--- src/rtl/spi_frame_sequencer.sv ---
// Launches one SPI master frame per latched command word, captures each reply,
// and signals completion with a DONE pulse; per-frame timeout sets ERROR.
//
// state     | meaning
// ----------+--------------------------------------------------------------
// IDLE      | waiting for TRIGGER; outputs hold last sequence status
// LOAD      | present word[FRAME_IDX] on SPI_DATA_IN, START low
// PULSE     | hold SPI_START high for 3 cycles
// WAIT_BUSY | wait for master BUSY to rise (timed)
// WAIT_DONE | wait for BUSY low with VALID, capture reply (timed)
// GAP       | chip-select idle gap between frames
// FINISH    | one-cycle DONE pulse
module spi_frame_sequencer #(
    parameter int DATA_BIT_WIDTH = 16,
    parameter int NUM_WORDS      = 4,
    parameter int GAP_CYCLES     = 32,
    parameter int TIMEOUT_CYCLES = 1024
) (
    input  logic                                clk,
    input  logic                                RST,
    input  logic                                TRIGGER,
    input  logic [NUM_WORDS*DATA_BIT_WIDTH-1:0] CMDS,
    output logic                                SPI_START,
    output logic [DATA_BIT_WIDTH-1:0]           SPI_DATA_IN,
    input  logic                                SPI_BUSY,
    input  logic                                SPI_VALID,
    input  logic [DATA_BIT_WIDTH-1:0]           SPI_DATA_OUT,
    output logic [NUM_WORDS*DATA_BIT_WIDTH-1:0] RESULTS,
    output logic [3:0]                          FRAME_IDX,
    output logic                                BUSY,
    output logic                                DONE,
    output logic                                ERROR
);

    localparam int W       = DATA_BIT_WIDTH;
    localparam int VEC_W   = NUM_WORDS * DATA_BIT_WIDTH;
    localparam int CNT_MAX = (TIMEOUT_CYCLES > GAP_CYCLES) ? TIMEOUT_CYCLES : GAP_CYCLES;
    localparam int CNT_W   = $clog2(CNT_MAX + 1);

    localparam logic [CNT_W-1:0] CNT_ONE      = CNT_W'(1);
    localparam logic [CNT_W-1:0] PULSE_LAST   = CNT_W'(2);
    localparam logic [CNT_W-1:0] GAP_LAST     = CNT_W'(GAP_CYCLES - 1);
    localparam logic [CNT_W-1:0] TIMEOUT_LAST = CNT_W'(TIMEOUT_CYCLES - 1);
    localparam logic [3:0]       LAST_IDX     = 4'(NUM_WORDS - 1);

    localparam logic [2:0] S_IDLE      = 3'd0;
    localparam logic [2:0] S_LOAD      = 3'd1;
    localparam logic [2:0] S_PULSE     = 3'd2;
    localparam logic [2:0] S_WAIT_BUSY = 3'd3;
    localparam logic [2:0] S_WAIT_DONE = 3'd4;
    localparam logic [2:0] S_GAP       = 3'd5;
    localparam logic [2:0] S_FINISH    = 3'd6;

    logic [2:0]       state_q, state_d;
    logic [CNT_W-1:0] cnt_q, cnt_d;
    logic [VEC_W-1:0] cmds_q, cmds_d;
    logic [W-1:0]     data_in_q, data_in_d;
    logic [VEC_W-1:0] results_q, results_d;
    logic [3:0]       frame_idx_q, frame_idx_d;
    logic             error_q, error_d;
    logic [W-1:0]     next_word;

    // frame_idx_q already points at the upcoming frame when GAP expires
    always_comb begin
        next_word = '0;
        for (int i = 0; i < NUM_WORDS; i++) begin
            if (frame_idx_q == 4'(i)) next_word = cmds_q[i*W +: W];
        end
    end

    always_comb begin
        state_d     = state_q;
        cnt_d       = cnt_q;
        cmds_d      = cmds_q;
        data_in_d   = data_in_q;
        results_d   = results_q;
        frame_idx_d = frame_idx_q;
        error_d     = error_q;
        case (state_q)
            S_IDLE: begin
                if (TRIGGER) begin
                    cmds_d      = CMDS;
                    data_in_d   = CMDS[W-1:0];
                    frame_idx_d = '0;
                    error_d     = 1'b0;
                    state_d     = S_LOAD;
                end
            end
            S_LOAD: begin
                cnt_d   = PULSE_LAST;
                state_d = S_PULSE;
            end
            S_PULSE: begin
                if (cnt_q == '0) begin
                    cnt_d   = '0;
                    state_d = S_WAIT_BUSY;
                end else begin
                    cnt_d = cnt_q - CNT_ONE;
                end
            end
            S_WAIT_BUSY: begin
                if (SPI_BUSY) begin
                    cnt_d   = '0;
                    state_d = S_WAIT_DONE;
                end else if (cnt_q == TIMEOUT_LAST) begin
                    error_d = 1'b1;
                    state_d = S_FINISH;
                end else begin
                    cnt_d = cnt_q + CNT_ONE;
                end
            end
            S_WAIT_DONE: begin
                if (!SPI_BUSY && SPI_VALID) begin
                    for (int i = 0; i < NUM_WORDS; i++) begin
                        if (frame_idx_q == 4'(i)) results_d[i*W +: W] = SPI_DATA_OUT;
                    end
                    if (frame_idx_q == LAST_IDX) begin
                        state_d = S_FINISH;
                    end else begin
                        frame_idx_d = frame_idx_q + 4'd1;
                        cnt_d       = GAP_LAST;
                        state_d     = S_GAP;
                    end
                end else if (cnt_q == TIMEOUT_LAST) begin
                    error_d = 1'b1;
                    state_d = S_FINISH;
                end else begin
                    cnt_d = cnt_q + CNT_ONE;
                end
            end
            S_GAP: begin
                if (cnt_q == '0) begin
                    data_in_d = next_word;
                    state_d   = S_LOAD;
                end else begin
                    cnt_d = cnt_q - CNT_ONE;
                end
            end
            S_FINISH: begin
                cnt_d   = '0;
                state_d = S_IDLE;
            end
            default: state_d = S_IDLE;
        endcase
    end

    always_ff @(posedge clk) begin
        if (RST) begin
            state_q     <= S_IDLE;
            cnt_q       <= '0;
            cmds_q      <= '0;
            data_in_q   <= '0;
            results_q   <= '0;
            frame_idx_q <= '0;
            error_q     <= 1'b0;
        end else begin
            state_q     <= state_d;
            cnt_q       <= cnt_d;
            cmds_q      <= cmds_d;
            data_in_q   <= data_in_d;
            results_q   <= results_d;
            frame_idx_q <= frame_idx_d;
            error_q     <= error_d;
        end
    end

    // Decoded from state so START drops on the same edge reset is taken
    assign SPI_START   = (state_q == S_PULSE);
    assign SPI_DATA_IN = data_in_q;
    assign RESULTS     = results_q;
    assign FRAME_IDX   = frame_idx_q;
    assign BUSY        = (state_q != S_IDLE);
    assign DONE        = (state_q == S_FINISH);
    assign ERROR       = error_q;

endmodule

--- config.mk ---
export PLATFORM = sky130hd
export DESIGN_NAME = spi_frame_sequencer
export DESIGN_NICKNAME = d
export VERILOG_FILES = /design/src/rtl/spi_frame_sequencer.sv
export SDC_FILE = /design/constraint.sdc
export NUM_CORES = 1
export LEC_CHECK = 0
export CORE_MARGIN = 2
export CORE_UTILIZATION = 50
export DETAILED_ROUTE_END_ITERATION = 7
export GPL_TIMING_DRIVEN = 0
export HOLD_SLACK_MARGIN = 0.06
export MAX_ROUTING_LAYER = met4
export PLACE_DENSITY = 0.8
export SETUP_SLACK_MARGIN = 0.02
export SYNTH_ARGS = -nofsm -noshare
export SYNTH_HDL_FRONTEND = slang
export SYNTH_SLANG_ARGS = --single-unit
--- constraint.sdc ---
create_clock -name clk -period 2.4 [get_ports clk]
set_input_delay 0.36 -clock clk [delete_from_list [all_inputs] [get_ports clk]]
set_output_delay 0.36 -clock clk [all_outputs]
set_load 0.01 [all_outputs]
==> results of run 1 <==
## cell type report
type,instances,area [sq um]
inverters,8,30.0
plain buffers,72,372
multi-input cells,662,3580
flip-flops and latches,163,3260
clock inverters,12,121
fillers,1187,4140
clock buffers,20,467
repair buffers,174,1740
well taps,180,225
## cell usage after synthesis, drive strengths merged (2+ instances only)
cell type	instances
and4	3
a221o	16
nor4b	2
a21oi	148
or4	2
o31a	2
xor2	3
or3b	3
a41oi	3
or3	4
nor4	4
nor3	11
nand2	280
and3b	3
nor2b	2
o21ai	41
o211ai	4
a2111oi	2
nand2b	3
o2111ai	2
a21o	2
clkbuf	39
a22o	16
nand3b	2
a32oi	2
nand4	5
buf	33
nor2	21
o22ai	4
nor3b	5
a31oi	5
a211oi	3
and3	7
dfxtp	163
inv	8
a22oi	19
nand3	13
ha	7
## layer usage
layer / global-route usage / wire (microns)
met5: - / 0
met2: 0.471 / 10700
met1: 0.400 / 9710
met4: 0.0927 / 434
met3: 0.0595 / 1700
## registers in the layout, indices dropped and copies added (netlist names)
signal / count
ERROR: 1
cnt_q: 11
state_q: 3
RESULTS: 64
FRAME_IDX: 4
cmds_q: 64
SPI_DATA_IN: 16
## power groups by stage
stage	clock network (mW)	registers (mW)	logic (mW)
floorplan	0	2.98	0.628
global placement	0	3.01	1.04
detailed placement	0	3.01	1.06
CTS	2.71	2.95	1.07
global route	2.83	2.97	1.19
finish	2.70	2.96	1.09
## cell usage in the layout, fill, tap and decap left out, types with 6 or more instances in the layout
| cell type | instances |
|---|---|
| clkinvlp_4 | 6 |
| inv_1 | 8 |
| buf_4 | 9 |
| o21ai_0 | 30 |
| nor2_2 | 6 |
| nand2_1 | 280 |
| o21ai_1 | 11 |
| a22o_1 | 16 |
| nor3_1 | 9 |
| a22oi_1 | 19 |
| dfxtp_1 | 162 |
| a21oi_1 | 148 |
| and3_1 | 6 |
| clkbuf_1 | 33 |
| a221o_1 | 16 |
| buf_2 | 21 |
| nand3_1 | 13 |
| ha_1 | 7 |
| nor2_1 | 13 |
| clkbuf_16 | 17 |
| clkdlybuf4s50_1 | 170 |
## metrics by stage
| stage | worst slack (ns) | power [mW] | hold WS [ns] | area [sq um] | TNS [ns] |
|---|---|---|---|---|---|
| 2_1_floorplan | 0.484 | 3.61 | 0.433 | 7190 | 0 |
| 3_3_place_gp | -0.346 | 4.05 | 0.441 | 9120 | -9.34 |
| 3_5_place_dp | -0.397 | 4.07 | 0.445 | 9120 | -11.13 |
| 4_1_cts | 0.0287 | 6.73 | 0.329 | 9730 | 0 |
| 5_1_grt | 0.0288 | 6.99 | 0.354 | 9790 | 0 |
| 6_report | 0.0906 | 6.75 | 0.353 | 9790 | 0 |
## critical path: cells and delay by family (launching register included)
family | cells | cell delay (ns)
buf+inv | 3 | 0.95
flops | 1 | 0.41
simple gates | 1 | 0.17
## kinds of logic after synthesis
family / share of synthesized area
xor gates and xnor gates: 0.00488
buffers and inverters: 0.0533
and+or+nand+nor: 0.237
AOI/OAI and AO/OA: 0.237
muxes: 0.00139
DFF: 0.454
adders and majority gates: 0.0122
## what timing repair did
item | in CTS | in global routing
resized for setup | 6 | 16
setup endpoints to repair | 5 | 29
pin swaps | 0 | 0
cloned | 0 | 0
setup buffers | 0 | 3
## how the worst max path moves through the flow
stage | from | endpoint | slack [ns] | cells past startpoint
4_1_cts | state_q[1] | BUSY | 0.03 | 3
3_3_place_gp | SPI_BUSY | RESULTS[3] | -0.35 | 7
6_report | state_q[2] | DONE | 0.09 | 4
5_1_grt | cnt_q[0] | SPI_DATA_IN[15] | 0.03 | 9
2_1_floorplan | FRAME_IDX[0] | RESULTS[21] | 0.48 | 7
3_5_place_dp | SPI_BUSY | RESULTS[4] | -0.40 | 7
==> results.md, run 1 <==
- Die area: about 15000 sq um
- P_int: between 4 and 5 mW
- Max Cap Violations: 0
- Std cell rows: 43
- IO Port Bufs: around 170
- Cell Chain, Critical Path: buf_6 -> clkbuf_4 -> and3b_1 -> clkdlybuf4s50_1
- Worst slew pin tran: approximately 0.69 ns
- Largest stage delay, worst path: 0.58 ns
- Worst Min Path Start: RST
- Hold buffers post-CTS: 0
- Reg2reg end: RESULTS[42]
- Post-synth top area share: 0.454
- RD Place Congestion: 0.924
- Post-route DRC: 0
- Syn Inst Count: between 900 and 1000
- Final Hold Fails: 0
- Die width: between 100 and 150 microns
- Non-Filler Instances: between 1000 and 1500
- Synth Area per Inst: slightly below 8 sq um
- Mean number of vias per cell: about 5.6
- Cts bufs inserted: 17
- Io pins: 173
- Relative slew slack: 0.536
- Initial antenna violation count: 0
- Worst r2r src: FRAME_IDX[0]
- Longest Clk Path Bufs: 2
- Sw frac: 0.280
- WL/cell: between 15 and 20 microns
- Layout cells sized above 1: 0.0918
- Hold path endpoint: cnt_q[9]
- Skew final: about 0.010 ns
- Clock-pin transition on the worst setup and hold timing paths: ~0.06 ns
- Clk_lat worst skew: approximately 0.43 ns
- Core area: between 10000 and 15000 sq um
- Synthesized area: 7190 sq um
- Critical Path Fanout Max: 10
- Global Route Usage Sum: 0.303
- Largest net degree at the start of global routing: 17
- Worst EP required: 2.04 ns
- Run status: completed
- Seq pwr share: 0.438
- Power per cell area: between 600 and 700 nW/um^2
- Top_reg_cell synth: dfxtp_1
- Clock power frac: 0.400
- Final setup fails: 0
- RSZ-0062 raised after global routing: false
- Max stage delay cell, worst path: clkdlybuf4s50_1
- Sequential area share after synthesis: 0.454
- Combinational share of power: 0.162
- Grt total ovfl: 0
- DP Wirelength: approximately 17 mm
- Max Slew Vio Count: 0
- CP arrival: around 2.0 ns
- Leak pwr: between 3 and 4 nW
- Asr flop ratio synth: 0
- Vias in the first global route: 6724
- CTS tree: built
- Final wirelength: between 20 and 25 mm
- Drt first pass iters: 5
- Seq cells post-synth: 163
- Crit path kind: register to output pin
- Switching pwr: 1.89 mW
- Final Core Density: 0.703
- P&R area growth vs syn: 36.3%
- Final min period: about 2.3 ns
- Routed Antenna Nets: 0
- Syn_nets: 997
- Die Y: ~120 microns
- Nature of the critical path endpoint: output pin
- Number of DRC markers in iteration 0: between 600 and 700
- Starting density of the core: 0.516
- Nets: around 1200
- # H-tree levels: 4
- Root buffer cell: clkbuf_16
- Clock sink count: between 150 and 200
- HP Class: primary input to register
- First-pass GRT wire length: roughly 35 mm
- Synth cell types: 70
- Critical Path Start Type: register
- Worst reg2reg path depth: 8
- Reg2reg setup slack: roughly 0.21 ns
- Post-synth EDFFs: 0
- N_diodes: 0
- Ys Warns: 0
- Final period util: 0.962
- Dpl cells: ~1300
- Largest cells by area after synthesis: dfxtp_1, nand2_1, a21oi_1
- Max Freq: ~0.43 GHz
- Via count: 7251
- WHS Path Cells: 4
- Synth area leader: dfxtp_1
- Peak VDD IR: 500 uV
(Power assumes the default switching activity.)
==> inputs of run 2 (changes only) <==
--- a/config.mk
+++ b/config.mk
@@ -12,6 +12,7 @@
 export HOLD_SLACK_MARGIN = 0.06
 export MAX_ROUTING_LAYER = met4
 export PLACE_DENSITY = 0.8
+export RECOVER_POWER = 50
 export SETUP_SLACK_MARGIN = 0.02
 export SYNTH_ARGS = -nofsm -noshare
 export SYNTH_HDL_FRONTEND = slang
==> run 2 against run 1 <==
  * Die area did not move
  * Combinational power barely moved
  * Critical path depth is the same
  * Final area is essentially flat
  * Critical endpoint unchanged
  * Largest cell class unchanged
  * Largest power group unchanged
==> results.md, run 2 (synthesis results as in run 1) <==
- Most frequent cells in the layout: nand2_1, dfxtp_1, a21oi_1
- Dpl cells: 1256 (unchanged)
- Clk_lat worst skew: 0.43 ns (about the same)
- Routed Antenna Nets: 0 (unchanged)
- Max Freq: 0.432 GHz (-0.19%)
- Overall Power: 6.74 mW (-0.18%)
- Relative slew slack: 0.531 (-0.00486)
- Max Cap Violations: 0 (unchanged)
- Critical Path Start Type: register
- Worst hold slack: 0.352 ns (-0.00137 ns)
- Worst Min Path Start: RST
- Reg2reg end: RESULTS[26]
- Nature of the critical path endpoint: output pin
- Non-Filler Instances: 1291 (unchanged)
- Peak VDD IR: 500 uV (about the same)
- Register area: 3260 sq um (unchanged)
- Worst reg2reg path depth: 7 (-1)
- CTS tree: built
- RSZ-0062 raised after global routing: false
- Final setup fails: 0 (unchanged)
- Crit path kind: register to output pin
- Vias in the first global route: 6724 (unchanged)
- Max Slew Vio Count: 0 (unchanged)
- Hold path endpoint: cnt_q[3]
- Std cell rows: 43 (unchanged)
- Die area: 15300 sq um (unchanged)
- N_diodes: 0 (unchanged)
- Commonest non-fill, non-tap cell in the layout: nand2_1
- Post-route DRC: 0 (unchanged)
- Die Y: 124 microns (unchanged)
- Global Route Usage Sum: 0.303 (unchanged)
- Io pins: 173 (unchanged)
- RD Place Congestion: 0.924 (unchanged)
- Switching pwr: 1.89 mW (about the same)
- Via count: 7314 (+0.87%)
- WL/cell: 17.5 microns (-0.11%)
- IO Port Bufs: 171 (unchanged)
- Run status: completed
- DP Wirelength: 16.8 mm (unchanged)
- Clock-pin transition on the worst setup and hold timing paths: 0.06 ns (about the same)
- Layout cells sized above 1: 0.0909 (-0.000900)
- P&R area growth vs syn: 36.2% (about the same)
- Worst slew pin tran: 0.697 ns (+0.00722 ns)
- Cts bufs inserted: 17 (unchanged)
- HP Class: primary input to register
- Drt first pass iters: 8 (+3)
- Final Cell Area: 9790 sq um (about the same)
- Leak pwr: 3.79 nW (+8.3%)
- Worst EP required: 2.04 ns (about the same)
- # H-tree levels: 4 (unchanged)
- Root buffer cell: clkbuf_16
- Seq pwr share: 0.439 (about the same)
- Sw frac: 0.281 (+0.000457)
- Skew final: 0.00797 ns (-0.00199 ns)
- Grt total ovfl: 0 (unchanged)
- Clock sink count: 163 (unchanged)
- P_int: 4.85 mW (-0.24%)
- Filler cell count: 1188 (+0.084%)
- Reg2reg setup slack: 0.21 ns (about the same)
- Starting density of the core: 0.516 (unchanged)
- WHS Path Cells: 4 (unchanged)
- Final min period: 2.31 ns (+0.00429 ns)
- Die width: 124 microns (unchanged)
- Core area: 13900 sq um (unchanged)
- Clock power frac: 0.401 (about the same)
- Largest net degree at the start of global routing: 17 (unchanged)
- Combinational share of power: 0.160 (-0.002)
- CP arrival: 1.95 ns (about the same)
- Final Hold Fails: 0 (unchanged)
- First-pass GRT wire length: 34.6 mm (unchanged)
- Initial antenna violation count: 0 (unchanged)
- Critical Path Fanout Max: 10 (unchanged)
- Final wirelength: 22.5 mm (-0.11%)
- Placed Area: 9120 sq um (unchanged)
- Worst r2r src: FRAME_IDX[0]
- Longest Clk Path Bufs: 2 (unchanged)
- Final period util: 0.964 (+0.00179)
- Nets: 1190 (unchanged)
- Power per cell area: 689 nW/um^2 (-0.10%)
- Number of DRC markers in iteration 0: 695 (+5.1%)
- Mean number of vias per cell: 5.67 (+0.87%)
- Multi-input gate area: 3570 sq um (-0.17%)
==> run 2: changes by cell type in the layout (fill, tap and decap cells not counted) <==
cell	delta
and2_1	-1
clkbuf_1	+1
dlygate4sd3_1	+85
nor3b_2	+1
and2_0	+1
buf_2	-1
nor3b_4	-1
clkdlybuf4s50_1	-85
==> run 2: critical path, cell delays in order, from the launching register on <==
cell             delay (ns)
dfxtp_1                0.41
buf_6                  0.17
clkbuf_4               0.20
and3b_1                0.17
clkdlybuf4s50_1        0.58
==> run 2: layout make-up <==
cell class,instances,area share
clock buffer,20,0.0477
inverter,8,0.00307
buffer,72,0.0378
timing repair buffer,174,0.177
sequential,163,0.334
clock inverter,12,0.0124
multi-input combinational,662,0.365
tap,180,0.0230
==> run 2: layer usage <==
layer / routed length (microns) / global-route usage / vias up / share of wire
li1: - / - / 3549 / -
met1: 9660 / 0.400 / 3378 / 0.43
met2: 10500 / 0.471 / 339 / 0.47
met3: 1870 / 0.0595 / 48 / 0.083
met4: 490 / 0.0927 / 0 / 0.022
met5: 0 / - / - / 0
==> run 2: power by group through the flow <==
| stage | clock network [mW] | logic (mW) | registers [mW] |
|---|---|---|---|
| final | 2.70 | 1.08 | 2.96 |
| after global placement | 0 | 1.04 | 3.01 |
| after global routing | 2.83 | 1.18 | 2.97 |
| after floorplan | 0 | 0.628 | 2.98 |
| after CTS | 2.71 | 1.07 | 2.95 |
| after detailed placement | 0 | 1.06 | 3.01 |
==> run 2: how the worst max path moves through the flow <==
stage	start	end	slack, ns	cells after the start
floorplan	FRAME_IDX[0]	RESULTS[21]	0.48	7
global placement	SPI_BUSY	RESULTS[3]	-0.35	7
detailed placement	SPI_BUSY	RESULTS[4]	-0.40	7
CTS	state_q[1]	BUSY	0.03	3
global route	cnt_q[0]	SPI_DATA_IN[15]	0.03	9
finish	state_q[2]	DONE	0.09	4
==> run 2: what timing repair did <==
action / in CTS / in global routing
buffers inserted: 0 / 3
endpoints found under the setup margin: 5 / 29
resized for setup: 6 / 16
hold endpoints to repair: 0 / 0
hold buffers: 0 / 0
==> run 2: stage by stage <==
stage / TNS (ns) / utilization / setup slack, ns
finish: 0 / 0.702 / 0.0863
global route: 0 / 0.702 / 0.0288
CTS: 0 / 0.698 / 0.0287
detailed placement: -11.13 / 0.655 / -0.397
global placement: -9.34 / 0.655 / -0.346
floorplan: 0 / - / 0.484
